===== src/rtl/cache_refill_pkg.sv =====
// Shared definitions for the instruction-fetch refill stage: FSM states,
// AXI burst constants and the icache index/tag geometry.
package cache_refill_pkg;

    typedef enum logic [2:0] {
        IDLE,
        AR,
        R,
        REFILL,
        WAIT_READY
    } state_t;

    localparam int unsigned SETS       = 8;
    localparam int unsigned WAYS       = 8;
    localparam int unsigned LINE_BEATS = 4;
    localparam int unsigned INDEX_LO   = 4;
    localparam int unsigned INDEX_HI   = 6;
    localparam int unsigned TAG_LO     = 7;
    localparam int unsigned TAG_HI     = 31;

    localparam logic [7:0] ARLEN      = 8'd3;
    localparam logic [2:0] ARSIZE     = 3'd2;
    localparam logic [1:0] BURST_INCR = 2'b01;

    function automatic logic [31:0] line_word(input logic [127:0] line, input logic [1:0] sel);
        return line[{sel, 5'b00000} +: 32];
    endfunction

endpackage


===== src/rtl/cache_refill_victim.sv =====
// Per-set round-robin victim selection; one 3-bit counter per set,
// advanced only when a line is actually written into that set.
module refill_victim
    import cache_refill_pkg::*;
(
    input  logic       clock,
    input  logic       reset,
    input  logic [2:0] index,
    input  logic       advance,
    output logic [2:0] way
);

    logic [2:0] ctr [SETS];

    always_ff @(posedge clock or posedge reset) begin
        if (reset) begin
            for (int unsigned i = 0; i < SETS; i++) ctr[i] <= '0;
        end else if (advance) begin
            ctr[index] <= ctr[index] + 3'd1;
        end
    end

    assign way = ctr[index];

endmodule


===== src/rtl/cache_refill.sv =====
// Fetch stage after icache lookup: forwards hits directly, refills misses
// over an AXI4 INCR burst, writes the line back and forwards the word.
module cache_refill
    import cache_refill_pkg::*;
(
    input  logic         clock,
    input  logic         reset,
    input  logic         valid_pre_i,
    output logic         ready_pre_o,
    output logic         valid_post_o,
    input  logic         ready_post_i,
    input  logic         flush_i,
    input  logic         csr_flush_i,
    input  logic         tar_hit_i,
    input  logic [31:0]  araddr_i,
    input  logic [127:0] buffer_i,
    input  logic         pvalid_i,
    input  logic         ptaken_i,
    input  logic [31:0]  ptarget_i,
    output logic         wen_o,
    output logic [2:0]   windex_o,
    output logic [2:0]   wway_o,
    output logic [24:0]  wtag_o,
    output logic [127:0] wdata_o,
    output logic         arvalid_o,
    input  logic         arready_i,
    output logic [31:0]  araddr_o,
    output logic [7:0]   arlen_o,
    output logic [2:0]   arsize_o,
    output logic [1:0]   arburst_o,
    input  logic         rvalid_i,
    output logic         rready_o,
    input  logic [31:0]  rdata_i,
    input  logic [1:0]   rresp_i,
    input  logic         rlast_i,
    output logic [31:0]  inst_o,
    output logic [31:0]  pc_o,
    output logic         pvalid_o,
    output logic         ptaken_o,
    output logic [31:0]  ptarget_o
);

    state_t         state, state_next;
    logic           flush, accept, busy;
    logic [31:0]    pc, ptarget, inst;
    logic           pvalid, ptaken, error, discard;
    logic [127:0]   line;
    logic [1:0]     beat;
    logic [31:0]    refill_word;

    assign flush       = flush_i | csr_flush_i;
    assign accept      = (state == IDLE) && valid_pre_i && !flush;
    assign busy        = (state == AR) || (state == R) || (state == REFILL);
    assign refill_word = error ? '0 : line_word(line, pc[3:2]);

    always_ff @(posedge clock or posedge reset) begin
        if (reset) state <= IDLE;
        else       state <= state_next;
    end

    always_comb begin
        state_next = state;
        case (state)
            IDLE:       if (accept) state_next = tar_hit_i ? WAIT_READY : AR;
            AR:         if (arready_i) state_next = R;
            R:          if (rvalid_i && rlast_i) state_next = REFILL;
            REFILL:     state_next = (discard || flush) ? IDLE : WAIT_READY;
            WAIT_READY: if (flush || ready_post_i) state_next = IDLE;
            default:    state_next = IDLE;
        endcase
    end

    always_comb begin
        ready_pre_o  = (state == IDLE);
        arvalid_o    = (state == AR);
        rready_o     = (state == R);
        wen_o        = (state == REFILL) && !error;
        valid_post_o = (state == WAIT_READY);
        inst_o       = (state == REFILL) ? refill_word : inst;
    end

    always_ff @(posedge clock or posedge reset) begin
        if (reset) begin
            pc      <= '0;
            ptarget <= '0;
            pvalid  <= 1'b0;
            ptaken  <= 1'b0;
            inst    <= '0;
            line    <= '0;
            beat    <= '0;
            error   <= 1'b0;
        end else begin
            case (state)
                IDLE: if (accept) begin
                    pc      <= araddr_i;
                    ptarget <= ptarget_i;
                    pvalid  <= pvalid_i;
                    ptaken  <= ptaken_i;
                    error   <= 1'b0;
                    beat    <= '0;
                    if (tar_hit_i) inst <= line_word(buffer_i, araddr_i[3:2]);
                end
                R: if (rvalid_i) begin
                    line[{beat, 5'b00000} +: 32] <= rdata_i;
                    beat <= beat + 2'd1;
                    if (rresp_i != 2'b00) error <= 1'b1;
                end
                REFILL: inst <= refill_word;
                default: ;
            endcase
        end
    end

    // Clearing on IDLE entry wins over a flush arriving in the REFILL cycle.
    always_ff @(posedge clock or posedge reset) begin
        if (reset)                    discard <= 1'b0;
        else if (state_next == IDLE)  discard <= 1'b0;
        else if (flush && busy)       discard <= 1'b1;
    end

    refill_victim u_victim (
        .clock   (clock),
        .reset   (reset),
        .index   (pc[INDEX_HI:INDEX_LO]),
        .advance (wen_o),
        .way     (wway_o)
    );

    assign windex_o  = pc[INDEX_HI:INDEX_LO];
    assign wtag_o    = pc[TAG_HI:TAG_LO];
    assign wdata_o   = line;
    assign araddr_o  = {pc[31:4], 4'b0000};
    assign arlen_o   = ARLEN;
    assign arsize_o  = ARSIZE;
    assign arburst_o = BURST_INCR;
    assign pc_o      = pc;
    assign pvalid_o  = pvalid;
    assign ptaken_o  = ptaken;
    assign ptarget_o = ptarget;

endmodule


===== config.mk =====
export PLATFORM = sky130hd
export DESIGN_NAME = cache_refill
export DESIGN_NICKNAME = d
export VERILOG_FILES = /design/src/rtl/cache_refill_pkg.sv /design/src/rtl/cache_refill_victim.sv /design/src/rtl/cache_refill.sv
export SDC_FILE = /design/constraint.sdc
export NUM_CORES = 1
export LEC_CHECK = 0
export CAP_MARGIN = 5
export CORE_AREA = 2 2 211 213
export DETAILED_ROUTE_END_ITERATION = 10
export DIE_AREA = 0 0 213 215
export DONT_BUFFER_PORTS = 1
export GPL_TIMING_DRIVEN = 0
export HOLD_SLACK_MARGIN = 0.03
export PLACE_DENSITY = 0.48
export SYNTH_ARGS = -nofsm -noshare
export SYNTH_HDL_FRONTEND = slang
export SYNTH_HIERARCHICAL = 1
export SYNTH_SLANG_ARGS = --single-unit

===== constraint.sdc =====
create_clock -name clock -period 10.8 [get_ports clock]
set_input_delay 1.62 -clock clock [delete_from_list [all_inputs] [get_ports clock]]
set_output_delay 1.62 -clock clock [all_outputs]
set_load 0.02 [all_outputs]

# [After elaboration in Yosys (flattened, before gate mapping)]
# Cells that the tools add are included.
[totals] mem_bits_rw=0 n_memories=0 reg_bits=257 latch_bits=0 mem_bits_ro=0 inputBits=238 wordCells=88
[op_classes] muxes=28 n_bitwise=2 order_cmp=2 n_reduce_logical=23 mul=0 add_sub_neg=3 div=0 shift=4 n_eq_ne=8
[ops] operator="$shiftx 128x8->32" n=2
[ops] operator="$bwmux 128" n=1
[ops] operator="$mux 32" n=4
[ops] operator="$shift 32x9->128 const A" n=1
[ops] operator="$shiftx 32x9->128" n=1
[ops] operator="$pmux 32 s2" n=1
[ops] operator="$mux 3" n=9
[ops] operator="$bwmux 24" n=1
[ops] operator="$pmux 3 s5" n=1
[ops] operator="$bmux 3 s3" n=1
[ops] operator="$demux 3 s3" n=1
[ops] operator="$neg 7->9" n=1
[ops] operator="$reduce_bool 2->1" n=4
[ops] operator="$eq 3x2->1 const B" n=2
[ops] operator="$logic_and 1x1->1" n=6
[ops] operator="$logic_not 3->1" n=2
[ops] operator="$ne 2x1->1 const B" n=3
[ops] operator="$reduce_and 3->1" n=2
[ops] operator="$mux 1" n=5
[ops] operator="$ge 4x4->1 const B" n=1
[ops] operator="$logic_or 1x1->1" n=4
[ops] operator="$lt 4x1->1 const B" n=1
[ops] operator="$mux 2" n=2
[ops] operator="$not 3->4" n=1
[ops] operator="11 further kinds" n=13

# [Depth between registers and ports, before layout]
# Gate-level depths: netlist (run 1).
[depth] depth_word=7 depth_mapped=7 mapped_depth_nobuf=5

# [Cells and area by module]
# Netlist (run 1), hierarchy kept.
[modules_own_cells] module="cache_refill" instances=1 cells_each=1066 seq_area_each_um2=5830.6 area_each_um2=12430.7
[modules_own_cells] module="refill_victim" instances=1 cells_each=91 seq_area_each_um2=600.6 area_each_um2=1158.6

# [Worst setup path after synthesis (run 1)]
# OpenSTA, ideal clock, no wires.
[synth_timing] path_kind="register to output" start="reg pc[6] (netlist: pc_o[6])" end="out wway_o[1]" setup_slack_ns=7.480 arrival_time_ns=1.700 t_required_ns=9.180 n_path_buf=1 path_stages_with_launch=4 cell_sequence="dfrtp_1 -> clkbuf_1 -> mux4_2 -> mux2_2"
[synth_via] elab_chain_cells=4
[synth_lines] element="start: declaration" line="cache_refill.sv:45" source="logic [31:0] pc, ptarget, inst;"
[synth_lines] element="start signal: assignment" line="cache_refill.sv:95" source="pc <= araddr_i;"
[synth_lines] element="$not 3->4 (implied by the code)" line="cache_refill_victim.sv:23" source="assign way = ctr[index];"
[synth_lines] element="$bmux 3 s3" line="cache_refill_victim.sv:23"
[synth_lines] element="$mux 3 (implied by the code) (2 in a row)" line="cache_refill_victim.sv:23"
[synth_lines] element="end: declaration" line="cache_refill.sv:22" source="output logic [2:0] wway_o,"
# No other way between the ends. The select of a mux whose other input is x is not followed.

# [Worst setup path in the final report (run 1)]
[layout_timing] start="reg error" end="out inst_o[22]"
[layout_via] elab_chain_cells=2
[layout_lines] element="start: declaration" line="cache_refill.sv:46" source="logic pvalid, ptaken, error, discard;"
[layout_lines] element="start signal: assignment" line="cache_refill.sv:91" source="error <= 1'b0;"
[layout_lines] element="start signal: assignment" line="cache_refill.sv:99" source="error <= 1'b0;"
[layout_lines] element="start signal: assignment" line="cache_refill.sv:106" source="if (rresp_i != 2'b00) error <= 1'b1;"
[layout_lines] element="$mux 32" line="cache_refill.sv:54" source="assign refill_word = error ? '0 : line_word(line, pc[3:2]);"
[layout_lines] element="$mux 32" line="cache_refill.sv:79" source="inst_o = (state == REFILL) ? refill_word : inst;"
[layout_lines] element="end: declaration" line="cache_refill.sv:36" source="output logic [31:0] inst_o,"
# No other way between the ends.

==> impl_results.md, run 1 <==
- Max Root-Sink Buffers: 3
- Hold_buf cts: 0
- M1 GR Usage: between 20% and 30%
- Vias in the first global route: 10,230
- CTS HTree Levels: 2
- Comb pwr share: between 30% and 40%
- Clock share of power: between 20% and 30%
- WL per Instance: ~28 um
- Fill cell count: roughly 4,400
- Status: complete, no violations
- Grt met2 use: about 35%
- Final Cycle Share: 42.32%
- Largest net degree at the start of global routing: a little over 80
- Net Switching: about 2600 uW
- Core Area: about 44,000 um2
- Reg clk slew, reported paths: around 60 ps
- 1st-pass router iterations: 5
- Distinct cells, synth: 47
- Total setup buffers inserted after CTS: 0
- Setup slack after layout: roughly 6200 ps
- PD cells: 350.7 nW/um2
- Global-route wire length before repair: ~74,000 um
- CTS root buf: clkbuf_16
- FF/Latch Area: around 6400 um2
- Die width: approximately 210 um
- Final Setup Violations: 0
- Placement Setup Slack: approximately 6700 ps
- Cell chain of the critical path: and4bb_2, buf_2, buf_1, a22o_1
- Clock latency on the worst-skew pair: approximately 560 ps
- Critical path required time: around 9000 ps
- Hpwl dp: roughly 38,000 um
- Number of port buffers: 0
- Synth-to-Final Area Change: 15.29%
- Hold Crit Class: register to register
- Seq/Total Area, Yosys: 47.33%
- Crit path max fanout: 18
- FMAX: 218.8 MHz
- Reg power frac: about 43%
- Commonest non-fill, non-tap cell in the layout: dfrtp_1
- Area of the multi-input gates: 5608 um2
- Initial Util: 31.14%
- CTS Buf Count: 34
- Most frequent cells in the layout: 257 x dfrtp_1, 135 x o21ai_0, 134 x inv_1
- #FFs+latches synth: 257
- CP startpoint kind: register
- Yosys warning count: 6
- Final Slew Violations: 0
- I/O pin count: between 500 and 600
- EDFF count, synth: 0
- Vias: around 9,900
- Crit path DAT: 2950 ps
- Slew HR: roughly 17%
- Met3 Use GR: 6.883%
- Final RePlAce weighted congestion: a little under 0.9
- Measured slew at the worst slew-check pin: roughly 1200 ps
- Final #Nets: between 1,000 and 1,500
- Floorplan row count: 77
- CTS tree: done
- Worst IR drop on VDD: approximately 140 uV
- RSZ-0062 raised after global routing: false
- Die ar.: 45,800 um2
- Switching portion of total power: a little under half
- DP Cell Count: approximately 1,800
- Share of cells above drive strength 1: 30.58%
- Lkg Pwr: 0.006798 uW
- Total gr overflow: 0
- Final hold vios: 0
- Total clock sinks: between 200 and 300
- Initial antenna violation count: 4
- Clock Skew: roughly 25 ps
- Async set or reset register ratio after synthesis: 100.0%
- CP max stage delay: between 900 and 1000 ps
- Post-route core utilization: 35.90%
- Final non-filler cell total: roughly 1,800
- Avg Inst Size Synth: between 10 and 15 um2
- Initial DRC Count: ~790
- ANT nets after route: 0
- Int Power: between 2000 and 3000 uW
- CP Class: register to output port
- Synth Flop Type: dfrtp_1
- CP max stage cell: buf_1
- Post-Synthesis Cells: between 1,000 and 1,500
- Via density: ~5.4
- CP endpoint kind: output port
- Setup TNS: 0 ps
- Post-CTS sizing: 0
- GRT Total Usage: approximately 22%
- Fin crit period: between 4000 and 5000 ps
- Routed wire length: 51,530 um
- Top Usage Layer GRT: met2
- Post-synthesis instance area: approximately 14,000 um2
- Residual DRC count: 0
- Max-Cap Viols: 0
- Die H: ~220 um
-- registers in the layout, indices dropped and copies added (netlist names) --
register	count
beat	2
discard	1
error	1
inst	32
pc_o	32
ptaken_o	1
ptarget_o	32
pvalid_o	1
state	3
u_victim/ctr	24
wdata_o	128
-- cells by family after synthesis --
family | share of synthesized area (%)
AO/OA/AOI/OAI | 10.24
XOR/XNOR | 0.1289
adder cells (fa/ha/maj) | 0.5524
buffers and inverters | 11.82
flip-flops | 47.33
multiplexers | 21.46
other | 0.05526
AND/OR/NAND/NOR | 8.415
-- cell type report --
type                            instances  area share (%)
Sequential cell                       257           41.05
Multi-Input combinational cell        604           35.79
Buffer                                176           7.020
Clock buffer                           43           5.966
Tap cell                              592           4.728
Inverter                              135           3.282
Clock inverter                         19           1.797
Timing Repair Buffer                    2          0.3514
Antenna cell                            1         0.01597
-- power groups by stage --
| stage | Sequential [uW] | Combinational (uW) | Clock [uW] |
|---|---|---|---|
| 2_1_floorplan | 2130 | 1460 | 0 |
| 3_3_place_gp | 2370 | 1910 | 0 |
| 3_5_place_dp | 2370 | 1920 | 0 |
| 4_1_cts | 2360 | 1930 | 1250 |
| 5_1_grt | 2420 | 2060 | 1290 |
| 6_report | 2350 | 1920 | 1220 |
-- path summary, 6_finish.rpt --
path	from	endpoint	slack, ps	depth (start not counted)
max in group asynchronous	reset	ptarget_o[11]	8540	3
min in group asynchronous	reset	inst[29]	970	1
hold / removal	u_victim/ctr[8]	u_victim/ctr[8]	480	2
setup reg to reg	error	u_victim/ctr[22]	7760	5
setup / recovery	error	inst_o[22]	6230	4
hold reg to reg	u_victim/ctr[8]	u_victim/ctr[8]	480	2
-- cells in the mapped netlist (6+ instances only) --
cell type,number,share of area [%]
buf_2,31,1.1
nor2_1,9,0.25
buf_6,7,0.58
mux4_2,65,11
a22o_2,10,0.74
a21oi_1,8,0.29
buf_4,84,4.6
nor3b_1,6,0.33
a22o_1,55,3.5
dfrtp_1,257,47
mux2_2,88,7.3
nand2_1,10,0.28
nand4_1,129,5.9
o21ai_0,135,5.0
ha_1,6,0.55
inv_1,135,3.7
mux2_4,23,2.5
clkbuf_1,48,1.3
-- critical path: cells and delay by family (launching register included) --
family                 cells  cell delay, ps
AO/OA/AOI/OAI              1             440
buffers and inverters      2            1200
flip-flops                 1             390
AND/OR/NAND/NOR            1             360
-- stage by stage --
stage,hold slack (ps),cell area (um2),power (uW)
3_3_place_gp,465.1,14390,4274
2_1_floorplan,444.6,13650,3592
5_1_grt,524.6,15670,5764
4_1_cts,487.6,15670,5540
3_5_place_dp,474.1,14450,4294
6_report,481.8,15670,5495
-- routing by layer --
metal	vias up	routed length (um)
li1	4227	-
met1	5153	22100
met2	430	23970
met3	64	4480
met4	8	935
met5	-	47
No activity file was read; power rests on OpenSTA's default activity.
==> run 2: changes to the inputs <==
Clock period 10.8 ns to 4.7 ns, I/O delays scaled along.
==> impl_results.md, run 2 (synthesis gave the netlist of run 1 again) <==
- RSZ-0062 raised after global routing: false
- Final #Nets: 1,459
- Crit path DAT: 2920 ps
- Via density: ~5.4
- Crit path max fanout: 18
- Most frequent cells in the layout: 257 x dfrtp_1, 135 x o21ai_0, 134 x inv_1
- Switching portion of total power: between 40% and 50%
- Final Setup Violations: 0
- Hold_buf cts: 0
- Residual DRC count: 0
- WL per Instance: approximately 28 um
- CP max stage delay: 920 ps
- Setup slack after layout: 1073 ps
- I/O pin count: between 500 and 600
- Vias in the first global route: approximately 10,000
- Initial DRC Count: 624
- Largest net degree at the start of global routing: 40
- CP endpoint kind: output port
- Reg-to-reg endpoint: u_victim/ctr[22]
- Clock latency on the worst-skew pair: about 550 ps
- Final non-filler cell total: 1,833
- Synth-to-Final Area Change: 15.32%
- Final Cycle Share: roughly 77%
- Reg clk slew, reported paths: ~60 ps
- Final hold vios: 0
- GRT Total Usage: between 20% and 30%
- Initial antenna violation count: 0
- Hpwl dp: just under 40,000 um
- Total gr overflow: 0
- Worst IR drop on VDD: approximately 420 uV
- Fin crit period: between 3000 and 4000 ps
- CTS HTree Levels: 2
- Final Slew Violations: 0
- Total clock sinks: about 260
- Critical path required time: 3990 ps
- Max FFs per register: roughly 130
- ANT nets after route: 0
- Clock Skew: approximately 26 ps
- Cell chain of the critical path: and4bb_2, buf_2, buf_1, a22o_1
- Worst flop-to-flop path startpoint: state[2]
- Total setup buffers inserted after CTS: 0
- Initial Util: around 31%
- Die H: 215 um
- Buf+Inv Stages, Crit Path: 2
- Status: complete, no violations
- CTS root buf: clkbuf_16
- 1st-pass router iterations: 5
- DP Cell Count: around 1,800
- Measured slew at the worst slew-check pin: 1202 ps
- Clock share of power: a little over a fifth
- Final RePlAce weighted congestion: roughly 0.88
- Net Switching: 5811 uW
- CTS tree: done
- Die ar.: 45,800 um2
- Routed wire length: approximately 52,000 um
- Share of cells above drive strength 1: a little under a third
- Number of port buffers: 0
- Vias: between 9,000 and 10,000
- Floorplan row count: 77
- Final Power: ~12,000 uW
- Reg power frac: between 40% and 50%
- Hold Crit Class: input pin to async pin
- Final Cell Area: around 16,000 um2
- Dpl cell area: around 15,000 um2
- CP startpoint kind: register
- Delay-heaviest family, CP: buffers and inverters
- Die width: roughly 210 um
- Max Root-Sink Buffers: 3
- Commonest non-fill, non-tap cell in the layout: dfrtp_1
- Worst reg2reg setup slack: approximately 1500 ps
- Global-route wire length before repair: approximately 74,000 um
- Comb pwr share: roughly 36%
- CTS Buf Count: 34
- CP max stage cell: buf_1
- Max-Cap Viols: 0
- Worst R2R Path Depth: 5
- Post-CTS sizing: 0
- FMAX: roughly 280 MHz
- Int Power: around 6700 uW
- Placement Setup Slack: roughly 1400 ps
- Lkg Pwr: a little under 0.007 uW
- PD cells: roughly 800 nW/um2
- Core Area: roughly 44,000 um2
- Slew HR: between 10% and 20%
- CP Class: register to output port
## run 2: per-stage QoR
stage                     TNS [ps]  hold slack, ps  utilization (%)
after CTS                        0           125.2            35.88
final                            0           132.1            35.91
after global placement     -169910           465.5            32.97
after detailed placement         0           474.0            33.31
after floorplan                  0           444.6                -
after global routing             0           156.1            35.88
## run 2: worst max path at each step
stage          startpoint                to  slack, ps  depth (start not counted)
6_report         state[2]        inst_o[23]       1070                          4
5_1_grt          state[2]        inst_o[23]        880                          4
4_1_cts          state[2]        inst_o[23]        970                          4
3_5_place_dp     state[2]  u_victim/ctr[22]       1420                          5
3_3_place_gp        reset     ptarget_o[10]       -760                          1
2_1_floorplan       reset           beat[0]        950                          1
## run 2: layout make-up
| class | count | area, um2 |
|---|---|---|
| buffer | 176 | 1100 |
| antenna | 4 | 10.01 |
| clock buffer | 50 | 1012 |
| fill | 4327 | 27970 |
| sequential | 257 | 6431 |
| clock inverter | 8 | 111.4 |
| tap | 592 | 740.7 |
| timing repair buffer | 7 | 147.6 |
| multi-input combinational | 604 | 5608 |
| inverter | 135 | 510.5 |
## run 2: metal layers
layer	up-vias	part of all wire [%]	wire length, um	track usage (%)
met5	-	0	0	0
met4	0	2.0	1017	5.897
met3	83	9.2	4769	7.000
met2	509	48	24780	35.77
met1	5043	41	21230	29.05
li1	4250	-	-	-
## run 2: worst reg2reg max path, cell delays in order (launching register included)
cell,delay [ps]
dfrtp_1,380
and4bb_2,380
buf_2,310
buf_1,920
nor4b_2,660
mux2_2,390
## run 2: power groups by stage
| stage | sequential, uW | clock, uW | combinational, uW |
|---|---|---|---|
| 2_1_floorplan | 4890 | 0 | 3360 |
| 3_3_place_gp | 5430 | 0 | 4390 |
| 3_5_place_dp | 5450 | 0 | 4440 |
| 4_1_cts | 5420 | 2720 | 4460 |
| 5_1_grt | 5530 | 2810 | 4760 |
| 6_report | 5390 | 2640 | 4430 |
==> run 3: changes to the inputs <==
Settings changed: CORE_AREA 2 2 211 213 to 2 2 209 211, DIE_AREA 0 0 213 215 to 0 0 211 213, PLACE_DENSITY 0.48 to 0.5.
Clock period 4.7 ns to 3.25 ns, I/O delays scaled along.
==> impl_results.md, run 3 (synthesis gave the netlist of run 1 again) <==
- Clock latency on the worst-skew pair: about 550 ps
- Initial DRC Count: ~730
- I/O pin count: approximately 550
- RSZ-0062 raised after global routing: false
- Max FFs per register: roughly 130
- Placement Setup Slack: about 250 ps
- Crit path DAT: ~2600 ps
- Int Power: a little under 10,000 uW
- Final Cycle Share: 95.11%
- Initial Util: a little under a third
- Met3 wire len: 4838 um
- Share of cells above drive strength 1: between 30% and 40%
- Total clock sinks: ~260
- Hpwl dp: 40,500 um
- Global-route wire length before repair: approximately 73,000 um
- Synth-to-Final Area Change: 15.30%
- Total gr overflow: 0
- Hold Worst Slack: 53.25 ps
- Setup slack after layout: 159.1 ps
- Final hold vios: 0
- Final Power: between 15,000 and 20,000 uW
- Vias: roughly 10,000
- Initial antenna violation count: 4
- Slew HR: 27.84%
- Fin crit period: slightly above 3000 ps
- Measured slew at the worst slew-check pin: approximately 1100 ps
- ANT nets after route: 0
- Dpl cell area: ~14,000 um2
- FMAX: 323.5 MHz
- Hold Crit Class: input pin to async pin
- Final Slew Violations: 0
- Number of port buffers: 0
- Vias in the first global route: about 9,900
- Total setup buffers inserted after CTS: 0
- CTS Buf Count: 35
- CP startpoint kind: register
- Commonest non-fill, non-tap cell in the layout: dfrtp_1
- CTS HTree Levels: 2
- CP endpoint kind: output port
- PD cells: 1173 nW/um2
- Largest net degree at the start of global routing: 41
- Clock share of power: 22.0%
- Crit path max fanout: 10
- Final #Nets: about 1,500
- Core Area: approximately 43,000 um2
- Routed wire length: approximately 53,000 um
- GRT Total Usage: a little under a quarter
- Met2 wire length: approximately 25,000 um
- 1st-pass router iterations: 5
- Final Cell Area: around 16,000 um2
- WL per Instance: 29.40 um
- CTS tree: done
- Comb pwr share: between 30% and 40%
- Reg clk slew, reported paths: approximately 60 ps
- Net Switching: around 8600 uW
- Critical path required time: 2760 ps
- Post-route core utilization: around 37%
- Switching portion of total power: a little under half
- Max-Cap Viols: 0
- Status: complete, no violations
- CP Class: register to output port
- Routed metal-1 wire length: ~22,000 um
- Die ar.: 44,940 um2
- CTS root buf: clkbuf_16
- Worst IR drop on VDD: 438.3 uV
- Clock Skew: between 20 and 30 ps
- Final RePlAce weighted congestion: ~0.86
- Final Setup Violations: 0
- Via density: 5.589
- Most frequent cells in the layout: 257 x dfrtp_1, 135 x o21ai_0, 134 x inv_1
- Die width: ~210 um
- Reg power frac: roughly 43%
- Die H: 213 um
- DR top layer: met5
- Lkg Pwr: 0.006807 uW
- Floorplan row count: between 70 and 80
- Max Root-Sink Buffers: 3
- Residual DRC count: 0
run 3: layer usage:
layer | global-route usage, % | up-vias
met1 | 30.46 | 5148
met3 | 7.030 | 74
met4 | 5.877 | 6
met5 | 0.5562 | -
li1 | - | 4263
met2 | 35.66 | 502
run 3: power by group through the flow:
stage / Sequential, uW / Combinational (uW) / Clock (uW)
after detailed placement: 7970 / 6410 / 0
after global placement: 7950 / 6320 / 0
after floorplan: 7070 / 4870 / 0
final: 7920 / 6420 / 4040
after global routing: 8090 / 6850 / 4280
after CTS: 7930 / 6430 / 4130
run 3: critical path, stage by stage (launching register included):
cell	delay, ps
dfrtp_1	560
buf_6	200
buf_6	180
clkbuf_4	290
mux4_2	450
a22o_1	350
run 3: repair_timing:
| item | 4_1_cts | 5_1_grt |
|---|---|---|
| gates resized for setup | 2 | 2 |
| hold endpoints to repair | 22 | 0 |
| hold buffers | 1 | 0 |
| endpoints found under the setup margin | 9 | 6 |
run 3: final cells by class:
| cell class | count | area (um2) |
|---|---|---|
| sequential | 257 | 6431 |
| timing repair buffer | 7 | 130.1 |
| tap | 546 | 683.2 |
| multi-input combinational | 604 | 5608 |
| fill | 4179 | 27030 |
| antenna | 2 | 5.005 |
| clock buffer | 49 | 979.7 |
| inverter | 135 | 510.5 |
| clock inverter | 12 | 209.0 |
| buffer | 176 | 1112 |
run 3: metrics by stage:
step | std cells | setup TNS (ps)
floorplan | 1172 | -66970
global placement | 1718 | -440880
detailed placement | 1724 | 0
CTS | 1786 | 0
global route | 1786 | 0
finish | 1788 | 0
run 3: final timing paths:
path                                  from          endpoint  slack [ps]  cells past startpoint
min                                  reset  u_victim/ctr[20]          50                      1
min reg2reg                u_victim/ctr[6]   u_victim/ctr[6]         480                      2
max reg2reg                        pc_o[6]  u_victim/ctr[23]         390                      6
max in group asynchronous            reset       wdata_o[83]        1760                      4
min in group clock               tar_hit_i          state[2]          80                      1
max                                pc_o[2]        inst_o[14]         160                      5
